===== config.mk =====
export PLATFORM = sky130hd
export DESIGN_NAME = arbiter_pkt_stats
export DESIGN_NICKNAME = d
export VERILOG_FILES = /design/src/rtl/arbiter_pkg.sv /design/src/rtl/sat_counter.sv /design/src/rtl/arbiter_pkt_stats.sv
export SDC_FILE = /design/constraint.sdc
export NUM_CORES = 1
export LEC_CHECK = 0
export BUFFER_PORTS_ARGS = -buffer_cell sky130_fd_sc_hd__buf_2
export CORE_ASPECT_RATIO = 0.5
export CORE_MARGIN = 5
export CORE_UTILIZATION = 51
export CTS_CLUSTER_DIAMETER = 30
export DETAILED_ROUTE_END_ITERATION = 7
export GPL_ROUTABILITY_DRIVEN = 0
export PLACE_DENSITY = 0.83
export SLEW_MARGIN = 20
export SYNTH_ARGS = -nofsm -noshare
export SYNTH_HDL_FRONTEND = slang
export SYNTH_SLANG_ARGS = --single-unit

===== constraint.sdc =====
create_clock -name clk -period 4 [get_ports clk]
set_input_delay 0 -clock clk [delete_from_list [all_inputs] [get_ports clk]]
set_output_delay 0 -clock clk [all_outputs]
set_load 0.02 [all_outputs]

===== src/rtl/arbiter_pkg.sv =====
// arbiter_pkg: shared packet-state encoding, debug bit positions and default widths
package arbiter_pkg;
  typedef enum logic {
    IDLE   = 1'b0,
    IN_PKT = 1'b1
  } pkt_state_t;
  localparam int DBG_OUT_PKT   = 16;
  localparam int DBG_SAT_IN    = 17;
  localparam int DBG_SAT_OUT   = 18;
  localparam int DBG_ECHO_LSB  = 24;
  localparam int DEF_NUM_IN    = 5;
  localparam int DEF_CNT_WIDTH = 32;
  localparam int DEF_REG_WIDTH = 32;
endpackage


===== src/rtl/sat_counter.sv =====
// sat_counter: saturating up-counter with clear-and-add and a sticky saturation flag
module sat_counter #(
  parameter int CNT_WIDTH = 32,
  parameter int INC_WIDTH = 3
) (
  input  logic                 clk,
  input  logic                 reset,
  input  logic [INC_WIDTH-1:0] i_inc,
  input  logic                 i_clear,
  output logic [CNT_WIDTH-1:0] o_count,
  output logic                 o_sat
);
  logic [CNT_WIDTH-1:0] r_count;
  logic                 r_sat;
  logic [CNT_WIDTH:0]   w_sum;
  logic [CNT_WIDTH-1:0] w_next;
  assign w_sum   = {1'b0, i_clear ? '0 : r_count} + (CNT_WIDTH+1)'(i_inc);
  assign w_next  = w_sum[CNT_WIDTH] ? '1 : w_sum[CNT_WIDTH-1:0];
  assign o_count = r_count;
  assign o_sat   = r_sat;
  // Clear keeps this cycle's increment; the flag follows the post-update count
  always_ff @(posedge clk or posedge reset)
    if (reset) begin
      r_count <= '0;
      r_sat   <= 1'b0;
    end else begin
      r_count <= w_next;
      r_sat   <= (~i_clear & r_sat) | (&w_next);
    end
endmodule


===== src/rtl/arbiter_pkt_stats.sv =====
// arbiter_pkt_stats: packet counters, flip and debug status words for the input arbiter
module arbiter_pkt_stats
  import arbiter_pkg::*;
#(
  parameter int NUM_IN    = DEF_NUM_IN,
  parameter int CNT_WIDTH = DEF_CNT_WIDTH,
  parameter int REG_WIDTH = DEF_REG_WIDTH
) (
  input  logic                 clk,
  input  logic                 reset,
  input  logic [NUM_IN-1:0]    in_tvalid,
  input  logic [NUM_IN-1:0]    in_tready,
  input  logic [NUM_IN-1:0]    in_tlast,
  input  logic                 out_tvalid,
  input  logic                 out_tready,
  input  logic                 out_tlast,
  input  logic                 counterin_clear,
  input  logic                 counterout_clear,
  input  logic [REG_WIDTH-1:0] cpu2ip_flip,
  input  logic [REG_WIDTH-1:0] cpu2ip_debug,
  output logic [CNT_WIDTH-1:0] counterin,
  output logic [CNT_WIDTH-1:0] counterout,
  output logic [REG_WIDTH-1:0] ip2cpu_flip,
  output logic [REG_WIDTH-1:0] ip2cpu_debug
);
  localparam int INC_W = $clog2(NUM_IN + 1);
  logic [NUM_IN-1:0]    w_in_end;
  logic [NUM_IN-1:0]    w_in_pkt;
  logic [INC_W-1:0]     w_in_inc;
  logic                 w_out_end;
  logic                 w_sat_in;
  logic                 w_sat_out;
  logic                 w_unused_dbg;
  logic [REG_WIDTH-1:0] w_dbg;
  logic [REG_WIDTH-1:0] r_flip;
  logic [7:0]           r_echo;
  pkt_state_t           r_out_st;
  genvar i;
  generate
    for (i = 0; i < NUM_IN; i++) begin : g_port
      pkt_state_t r_st;
      assign w_in_end[i] = in_tvalid[i] & in_tready[i] & in_tlast[i];
      assign w_in_pkt[i] = (r_st == IN_PKT);
      // Port i is inside a packet between an accepted non-last beat and its TLAST beat
      always_ff @(posedge clk or posedge reset)
        if (reset) r_st <= IDLE;
        else if (in_tvalid[i] & in_tready[i]) r_st <= in_tlast[i] ? IDLE : IN_PKT;
    end
  endgenerate
  // Number of input ports finishing a packet this cycle
  always_comb begin
    w_in_inc = '0;
    for (int k = 0; k < NUM_IN; k++) w_in_inc = w_in_inc + INC_W'(w_in_end[k]);
  end
  assign w_out_end = out_tvalid & out_tready & out_tlast;
  sat_counter #(.CNT_WIDTH(CNT_WIDTH), .INC_WIDTH(INC_W)) u_cnt_in (
    .clk,
    .reset,
    .i_inc   (w_in_inc),
    .i_clear (counterin_clear),
    .o_count (counterin),
    .o_sat   (w_sat_in)
  );
  sat_counter #(.CNT_WIDTH(CNT_WIDTH), .INC_WIDTH(INC_W)) u_cnt_out (
    .clk,
    .reset,
    .i_inc   (INC_W'(w_out_end)),
    .i_clear (counterout_clear),
    .o_count (counterout),
    .o_sat   (w_sat_out)
  );
  // Output port packet-state tracker
  always_ff @(posedge clk or posedge reset)
    if (reset) r_out_st <= IDLE;
    else if (out_tvalid & out_tready) r_out_st <= out_tlast ? IDLE : IN_PKT;
  // Registered CPU flip inverse and debug echo byte
  always_ff @(posedge clk or posedge reset)
    if (reset) begin
      r_flip <= '0;
      r_echo <= '0;
    end else begin
      r_flip <= ~cpu2ip_flip;
      r_echo <= cpu2ip_debug[7:0];
    end
  // Debug status word assembled purely from registered state
  always_comb begin
    w_dbg                     = '0;
    w_dbg[NUM_IN-1:0]         = w_in_pkt;
    w_dbg[DBG_OUT_PKT]        = (r_out_st == IN_PKT);
    w_dbg[DBG_SAT_IN]         = w_sat_in;
    w_dbg[DBG_SAT_OUT]        = w_sat_out;
    w_dbg[DBG_ECHO_LSB +: 8]  = r_echo;
  end
  assign w_unused_dbg = ^cpu2ip_debug[REG_WIDTH-1:8];
  assign ip2cpu_flip  = r_flip;
  assign ip2cpu_debug = w_dbg;
endmodule


==> results of run 1 <==
-- kinds of logic after synthesis --
group	after synthesis	synth area share, %
AOI/OAI and AO/OA	100	10.9
xor gates and xnor gates	42	6.07
adders and majority gates	9	2.23
buffers and inverters	99	7.85
DFF	112	46.3
muxes	4	0.723
other	1	0.0619
and+or+nand+nor	281	25.8
-- registers in the layout (all words and copies together) (netlist names) --
| register | cells |
|---|---|
| ip2cpu_flip | 32 |
| r_out_st | 1 |
| u_cnt_out.o_sat | 1 |
| r_echo | 8 |
| u_cnt_in.o_count | 32 |
| u_cnt_out.o_count | 32 |
| g_port.r_st | 5 |
| u_cnt_in.o_sat | 1 |
-- repair_timing --
item,CTS,global route
endpoints found under the setup margin,0,1
hold buffers,53,0
endpoints found under the hold margin,128,0
resized for setup,0,6
-- cell usage in the layout, fill, tap and decap left out, types with 19 or more instances in the layout --
cell type,count
nand3_1,35
xnor2_1,26
nand2_1,78
inv_1,42
nand4_1,19
nor2_1,19
dlygate4sd3_1,53
buf_2,173
dfrtp_1,112
o21ai_0,38
-- synthesized netlist by cell type, drive strengths merged, types with 12 or more instances --
cell | count | area [um2]
inv | 43 | 161
dfrtp | 112 | 2800
nor4 | 21 | 144
nor2 | 19 | 71.3
a21oi | 12 | 63.8
nor2b | 15 | 93.8
buf | 32 | 224
o21ai | 40 | 200
nand2 | 78 | 293
nor3 | 17 | 85.1
nand3 | 35 | 175
xnor2 | 26 | 228
xor2 | 16 | 140
or3 | 13 | 81.3
nand4 | 20 | 140
clkbuf | 23 | 86.3
and3 | 14 | 87.6
-- worst register-to-register path, delay by kind of cell, from the launching register on --
family / cells / cell delay, ns
DFF: 1 / 0.35
and+or+nand+nor: 6 / 2.05
adders and majority gates: 2 / 0.65
AOI/OAI and AO/OA: 2 / 0.36
-- power by group --
group	switching (mW)	internal (mW)
clock network	0.455	0.509
logic	0.188	0.132
registers	0.0154	1.17
total	0.659	1.81
-- worst paths after layout --
check,from,slack (ns),to
max,in_tlast[0],0.07,u_cnt_in.o_sat
min,counterout_clear,0.15,u_cnt_out.o_count[0]
max reg2reg,u_cnt_out.o_count[0],0.53,u_cnt_out.o_sat
min reg2reg,u_cnt_in.o_sat,0.55,u_cnt_in.o_sat
max in group asynchronous,reset,2.76,ip2cpu_flip[16]
min in group asynchronous,reset,0.35,ip2cpu_flip[20]
-- area by class of cell --
cell class                      instances  area (um2)  area share (%)
Antenna cell                            1        2.50          0.0319
Tap cell                              165         206            2.63
Timing Repair Buffer                  236        1470            18.8
Multi-Input combinational cell        452        2870            36.6
Clock inverter                          7        93.8            1.20
Sequential cell                       112        2800            35.8
Inverter                               44         170            2.17
Clock buffer                            9         225            2.87
-- routing by layer --
metal  part of all wire [%]  track usage (%)  vias to the layer above
li1                       -                -                     2669
met1                     39             29.4                     2789
met2                     50             43.8                      332
met3                    7.7             4.96                       64
met4                    3.0             8.45                        0
met5                      0                0                        -
-- metrics by stage --
step	total power, mW	hold slack (ns)	instance area [um2]	setup WS [ns]	utilization [%]
after floorplan	1.38	0.0314	6110	0.567	-
after global placement	1.46	0.108	6950	0.353	59.4
after detailed placement	1.47	0.109	6950	0.299	59.4
after CTS	2.48	0.140	7800	0.0493	66.7
after global routing	2.57	0.175	7840	0.0195	67.0
final	2.47	0.154	7840	0.0666	67.0
==> summary.md, run 1 <==
| Metric | Value |
|---|---|
| Depth of the CTS H-tree | 3 |
| Kind of cell adding the most delay to the critical path | adder cells |
| Number of I/O pins | roughly 210 |
| Status | completed |
| CP bufs+invs | 3 |
| Max-capacitance violation count | 0 |
| Overall Global Routing Usage | 24.4% |
| TritonCTS clock tree | yes |
| Number of instances in the synthesized netlist | 648 |
| Die extent in x | approximately 160 um |
| Average footprint of a synthesized cell | approximately 9.3 um2 |
| Buffer depth of the longest clock path | 2 |
| Post-synthesis sequential element count | 112 |
| Number of DRC violations after detailed-routing iteration 0 | between 500 and 600 |
| Distinct cell type count of the synthesized netlist | 66 |
| Nets | between 900 and 1000 |
| First-pass GRT wire length | 27.9 mm |
| Share of post-route cells with drive strength above 1 | ~26% |
| Maximum clock frequency | 254 MHz |
| Initial Utilization | between 50% and 60% |
| Total setup violations reported at the end of the flow | 0 |
| Longest individual stage delay on the worst path | ~0.57 ns |
| Final worst path period share | between 90% and 100% |
| Final worst path period need | approximately 4 ns |
| Leak Pwr | 3.89 nW |
| Crit path max fanout | 6 |
| Primary flip-flop cell chosen by synthesis mapping | dfrtp_1 |
| Netlist area before placement | roughly 0.006 mm2 |
| Setup Total Neg Slack | 0 ns |
| Endpoints failing hold | 0 |
| TritonRoute pass-1 iters | 5 |
| Setup repair after global routing missed its margin | false |
| Residual overflow from global routing | 0 |
| Clock sinks | 112 |
| Register area share after synthesis | 46.3% |
| Crit path launch type | input pin |
| Die ar. | approximately 0.014 mm2 |
| Vias | approximately 6000 |
| Placed Cells incl. Taps | between 900 and 1000 |
| Via density | between 5 and 6 |
| Slew HR | about half |
| Crit path top cell by count | fa_1 |
| CTS buffer count | 9 |
| Hold WC Path Type | input pin to flop |
| Pin count of the biggest net entering global routing | 84 |
| Overall die height | a little under 90 um |
| Worst path slowest cell | fa_1 |
| Wire length reported by the detailed router | 17.7 mm |
| Cells along the critical path | dlygate4sd3_1 > buf_2 > nand3_1 > fa_1 > inv_1 > fa_1 > ha_4 > fa_2 > a21o_4 > a2111oi_0 > a211oi_1 > a221o_1 > nor4_2 > o211ai_1 > o21ai_1 |
| Worst-Skew Late Latency | roughly 0.35 ns |
| Average wire length per cell after detail routing | 17.2 um |
| Tightest Pin Transition | 0.732 ns |
| Final Slew Violations | 0 |
| Root Buffer Master | clkbuf_16 |
| Residual DRC count | 0 |
| Max Clock Skew | ~0.0039 ns |
| Number of stages on the worst setup path | 15 |
| Async set-reset flop share out of synthesis | 100% |
| Number of port buffers | ~170 |
| Kind of capture point of the worst setup path | flop |
| Number of non-filler instances in the completed layout | about 1000 |
| Max IR drop VDD | ~0.21 mV |
| Warnings from Yosys | 0 |
| Worst-path clk slew | approximately 0.08 ns |
| Area overhead of the layout relative to synthesis | 29.4% |
| Number of flops mapped to enable cells by yosys | 0 |
| Worst hold path stage count | 4 |
| Vias in the first global route | between 5000 and 6000 |
| CP Data Arrival Time | about 4.2 ns |
| HPWL after detailed placement | approximately 12 mm |
| Number of antenna violations at the first check in global routing | 0 |
| Power density over the cells | 315 mW/mm2 |
| Placeable core area | 0.0117 mm2 |
| Number of filler cells placed in the layout | ~960 |
| Classification of the worst setup path | input pin to flop |
| Register-to-Register Path Depth | 10 |
| Critical Path RT | approximately 4.3 ns |
| Antenna Nets Post-Route | 0 |
| Post-CTS setup repair buffer count | 0 |
| Number of core rows | 28 |
Power figures use the tool's default switching activity.
==> run 2: changes to the inputs <==
--- a/config.mk
+++ b/config.mk
@@ -5,15 +5,17 @@
 export SDC_FILE = /design/constraint.sdc
 export NUM_CORES = 1
 export LEC_CHECK = 0
+export ABC_CLOCK_PERIOD_IN_PS = 4000
 export BUFFER_PORTS_ARGS = -buffer_cell sky130_fd_sc_hd__buf_2
 export CORE_ASPECT_RATIO = 0.5
 export CORE_MARGIN = 5
-export CORE_UTILIZATION = 51
+export CORE_UTILIZATION = 50
 export CTS_CLUSTER_DIAMETER = 30
 export DETAILED_ROUTE_END_ITERATION = 7
 export GPL_ROUTABILITY_DRIVEN = 0
-export PLACE_DENSITY = 0.83
+export PLACE_DENSITY = 0.82
 export SLEW_MARGIN = 20
 export SYNTH_ARGS = -nofsm -noshare
 export SYNTH_HDL_FRONTEND = slang
+export SYNTH_HIERARCHICAL = 1
 export SYNTH_SLANG_ARGS = --single-unit
==> run 2 against run 1 <==
Effect of this change: sequential share of layout area is 0.51 points higher; via count is 7.5% lower; clock skew is 0.015 ns higher; critical path depth is 2 lower; total power is 2.7% higher; combinational power is 18% higher; first-iteration DRC count is 0.58% lower; critical path type unchanged; largest power group unchanged.
==> summary.md, run 2 <==
| Metric | Value |
|---|---|
| Status | completed |
| Number of filler cells placed in the layout | 891 (-6.8%) |
| Register-to-Register Path Depth | 10 (unchanged) |
| Register area share after synthesis | 47.1% (+0.86 points) |
| Leading area contributor after synthesis | dfrtp_1 |
| Share of power burned in registers | 47.6% (-0.4 points) |
| Longest individual stage delay on the worst path | 0.59 ns (+0.02 ns) |
| Hold path startpoint | counterin_clear |
| # diodes | 0 (-1) |
| Met1 WL | 6.63 mm (-3.4%) |
| End of the worst register-to-register path | u_cnt_out/o_sat |
| Vias in the first global route | 5371 (-4.0%) |
| Commonest non-fill, non-tap cells in the layout | 173 x buf_2, 112 x dfrtp_1, 58 x nand2_1, 54 x dlygate4sd3_1, 53 x inv_1 |
| Warnings from Yosys | 6 (+6) |
| Tightest Pin Transition | 0.908 ns (+0.176 ns) |
| Final worst path period need | 3.84 ns (-0.0910 ns) |
| CTS buffer count | 9 (unchanged) |
| Placed Cells incl. Taps | 918 (-4.0%) |
| Number of core rows | 28 (unchanged) |
| Hold WC Path Type | input pin to flop |
| Worst path slowest cell | fa_2 |
| Kind of cell adding the most delay to the critical path | adder cells |
| Worst-path clk slew | 0.09 ns (about the same) |
| Leak Pwr | 4.01 nW (+2.9%) |
| Crit Reg-Reg Startpoint | u_cnt_out/o_count[0] |
| Maximum clock frequency | 260 MHz (+2.4%) |
| Crit path launch type | input pin |
| Netlist area before placement | 0.00595 mm2 (-1.8%) |
| Most numerous cell in the Yosys netlist | dfrtp_1 |
| Nets | 915 (-3.7%) |
| HPWL after detailed placement | 11.2 mm (-5.8%) |
| Kind of capture point of the worst setup path | flop |
| Setup Total Neg Slack | 0 ns (unchanged) |
| Root Buffer Master | clkbuf_16 |
| Number of I/O pins | 214 (unchanged) |
| Async set-reset flop share out of synthesis | 100% (unchanged) |
| Die ar. | 0.0143 mm2 (+0.13%) |
| Initial Utilization | 50.7% (-1.1 points) |
| Power density over the cells | 328 mW/mm2 (+4.2%) |
| CP bufs+invs | 2 (-1) |
| Crit path max fanout | 2 (-4) |
| Classification of the worst setup path | input pin to flop |
| TritonRoute pass-1 iters | 5 (unchanged) |
| Final worst path period share | 96.1% (-2.3 points) |
| CP Data Arrival Time | 4.13 ns (-0.09 ns) |
| Cells along the critical path | dlygate4sd3_1 > buf_2 > and3_2 > fa_1 > fa_1 > ha_1 > fa_2 > nand4_1 > or4_1 > a211o_1 > nor4_2 > a41oi_1 > o2bb2ai_2 |
| Worst Hold End | u_cnt_in/o_count[24] |
| First-pass GRT wire length | 27.4 mm (-1.7%) |
| Buffer depth of the longest clock path | 2 (unchanged) |
| Sum of met2 wire segment lengths after detailed routing | 8.94 mm (+0.20%) |
| Synth area leaders | dfrtp_1 47%, xnor2_1 4.3%, nand2_1 3.7% |
| Setup repair after global routing missed its margin | false |
| Max IR drop VDD | 0.212 mV (+0.76%) |
| Overall die height | 87.1 um (about the same) |
| Final core utilization | 65.9% (-1.1 points) |
| Fraction of post-synthesis cell area in the top cell type by area | 47.1% (+0.86 points) |
| Critical Path RT | 4.29 ns (about the same) |
| Overall Global Routing Usage | 24.1% (-0.26 points) |
| Clock sinks | 112 (unchanged) |
| Leading cell type in the layout, fill and taps excluded | buf_2 |
| Max-capacitance violation count | 0 (unchanged) |
| Number of flops mapped to enable cells by yosys | 0 (unchanged) |
| Slew HR | 39.5% (-12 points) |
| Via density | 5.48 (-4.0%) |
| Endpoints failing hold | 0 (unchanged) |
| Antenna Nets Post-Route | 0 (unchanged) |
| Primary flip-flop cell chosen by synthesis mapping | dfrtp_1 |
| Switching portion of total power | 29.3% (+2.6 points) |
| Register-to-register setup slack | 0.50 ns (-0.03 ns) |
| Post-layout total power | 2.54 mW (+2.7%) |
| Placeable core area | 0.0117 mm2 (+0.30%) |
| Crit path top cell by count | fa_1 |
| Post-synthesis sequential element count | 112 (unchanged) |
| Total setup violations reported at the end of the flow | 0 (unchanged) |
| Share of post-route cells with drive strength above 1 | 28.3% (+2.6 points) |
| Average footprint of a synthesized cell | 9.93 um2 (+6.2%) |
| Depth of the CTS H-tree | 3 (unchanged) |
| Met3 WL post-DR | 1.01 mm (-27%) |
| Worst hold path stage count | 2 (-2) |
| Pin count of the biggest net entering global routing | 47 (-44%) |
| Residual DRC count | 0 (unchanged) |
| Commonest cells in the netlist | 112 x dfrtp_1, 58 x nand2_1, 54 x inv_1, 36 x o21ai_0, 29 x xnor2_1 |
| Average wire length per cell after detail routing | 17.4 um (+0.90%) |
| Number of DRC violations after detailed-routing iteration 0 | 513 (-0.58%) |
| Residual overflow from global routing | 0 (unchanged) |
| Number of non-filler instances in the completed layout | 988 (-3.7%) |
| Max Clock Skew | 0.0189 ns (+0.0150 ns) |
| Highest routing layer actually used | met4 |
| TritonCTS clock tree | yes |
| Net switching power figure | 0.743 mW (+13%) |
| Wire length reported by the detailed router | 17.2 mm (-2.8%) |
| Area overhead of the layout relative to synthesis | 30.0% |
| Number of antenna violations at the first check in global routing | 0 (unchanged) |
| Vias | 5414 (-7.5%) |
| Power share of the combinational group | 14.9% (+2.0 points) |
| Worst-Skew Late Latency | 0.36 ns (about the same) |
| Die extent in x | 164 um (about the same) |
| Number of port buffers | 173 (unchanged) |
| Part of the total power dissipated in the clock network | 37.5% (-1.5 points) |
| Number of instances in the synthesized netlist | 599 (-7.6%) |
| Distinct cell type count of the synthesized netlist | 74 (+12%) |
| Number of stages on the worst setup path | 13 (-2) |
| Internal power of the cells | 1.79 mW (-0.97%) |
| Final Slew Violations | 0 (unchanged) |
## run 2: changes by cell type after synthesis, sizes merged, moves of 6 or more
cell / previous run / this run
nand2: 78 / 59
nor3: 17 / 4
inv: 43 / 54
and3: 14 / 24
mux2i: 1 / 10
nand3: 35 / 27
or3: 13 / 5
clkbuf: 23 / 16
o211ai: 7 / 1
xor2: 16 / 10
## run 2: per-stage QoR
| stage | hold WS, ns | worst slack [ns] | cell area [um2] |
|---|---|---|---|
| floorplan | 0.0314 | 0.671 | 6010 |
| global placement | 0.109 | 0.377 | 6860 |
| detailed placement | 0.109 | 0.333 | 6860 |
| CTS | 0.138 | 0.167 | 7720 |
| global route | 0.156 | 0.0529 | 7730 |
| finish | 0.136 | 0.158 | 7730 |
## run 2: worst max path at each step
stage	startpoint	slack, ns	end
2_1_floorplan	in_tvalid[0]	0.67	u_cnt_in/o_sat
3_3_place_gp	in_tvalid[0]	0.38	u_cnt_in/o_sat
5_1_grt	in_tlast[0]	0.05	u_cnt_in/o_sat
4_1_cts	in_tlast[0]	0.17	u_cnt_in/o_sat
6_report	in_tlast[0]	0.16	u_cnt_in/o_sat
3_5_place_dp	in_tvalid[0]	0.33	u_cnt_in/o_sat
## run 2: cell families (layout without fill, tap and decap cells)
| kind of cell | Yosys count | after routing | share of synthesized area (%) |
|---|---|---|---|
| DFF | 112 | 112 | 47.1 |
| and+or+nand+nor | 233 | 233 | 23.6 |
| muxes | 11 | 11 | 1.87 |
| buffers and inverters | 100 | 306 | 8.31 |
| other | 1 | 19 | 0.0631 |
| AOI/OAI and AO/OA | 92 | 92 | 10.5 |
| adders and majority gates | 11 | 11 | 2.82 |
| xor gates and xnor gates | 39 | 39 | 5.74 |
## run 2: power groups by stage
stage	combinational [mW]	clock (mW)	sequential [mW]
2_1_floorplan	0.170	0	1.28
3_3_place_gp	0.307	0	1.22
5_1_grt	0.408	1.01	1.21
4_1_cts	0.366	0.963	1.20
3_5_place_dp	0.315	0	1.23
6_report	0.377	0.952	1.21
## run 2: what timing repair did
action / in CTS / in global routing
hold buffers: 54 / 0
hold endpoints to repair: 159 / 0
setup buffers: 0 / 0
gates resized for setup: 0 / 2
setup endpoints to repair: 0 / 1
## run 2: final cells by class
class	count	area [um2]	share of cell area [%]
Clock inverter	7	91.3	1.18
Timing Repair Buffer	236	1470	19.1
Inverter	54	203	2.62
Tap cell	165	206	2.67
Sequential cell	112	2800	36.3
Multi-Input combinational cell	405	2730	35.3
Clock buffer	9	225	2.91
## run 2: worst register-to-register path, cell delays in order (launching register included)
cell and delay [ns]:
dfrtp_1 0.35, nor2b_1 0.16, ha_1 0.22, fa_1 0.25, a21oi_2 0.15, or4_1 0.76
or4_4 0.80, and3_4 0.26, a211oi_2 0.21, nand4_1 0.14, o2bb2ai_1 0.14
## run 2: routing by layer
metal	GRT usage, %	up-vias
met5	0	-
met1	28.8	2644
met2	42.9	230
met4	11.1	0
met3	4.16	49
li1	-	2491
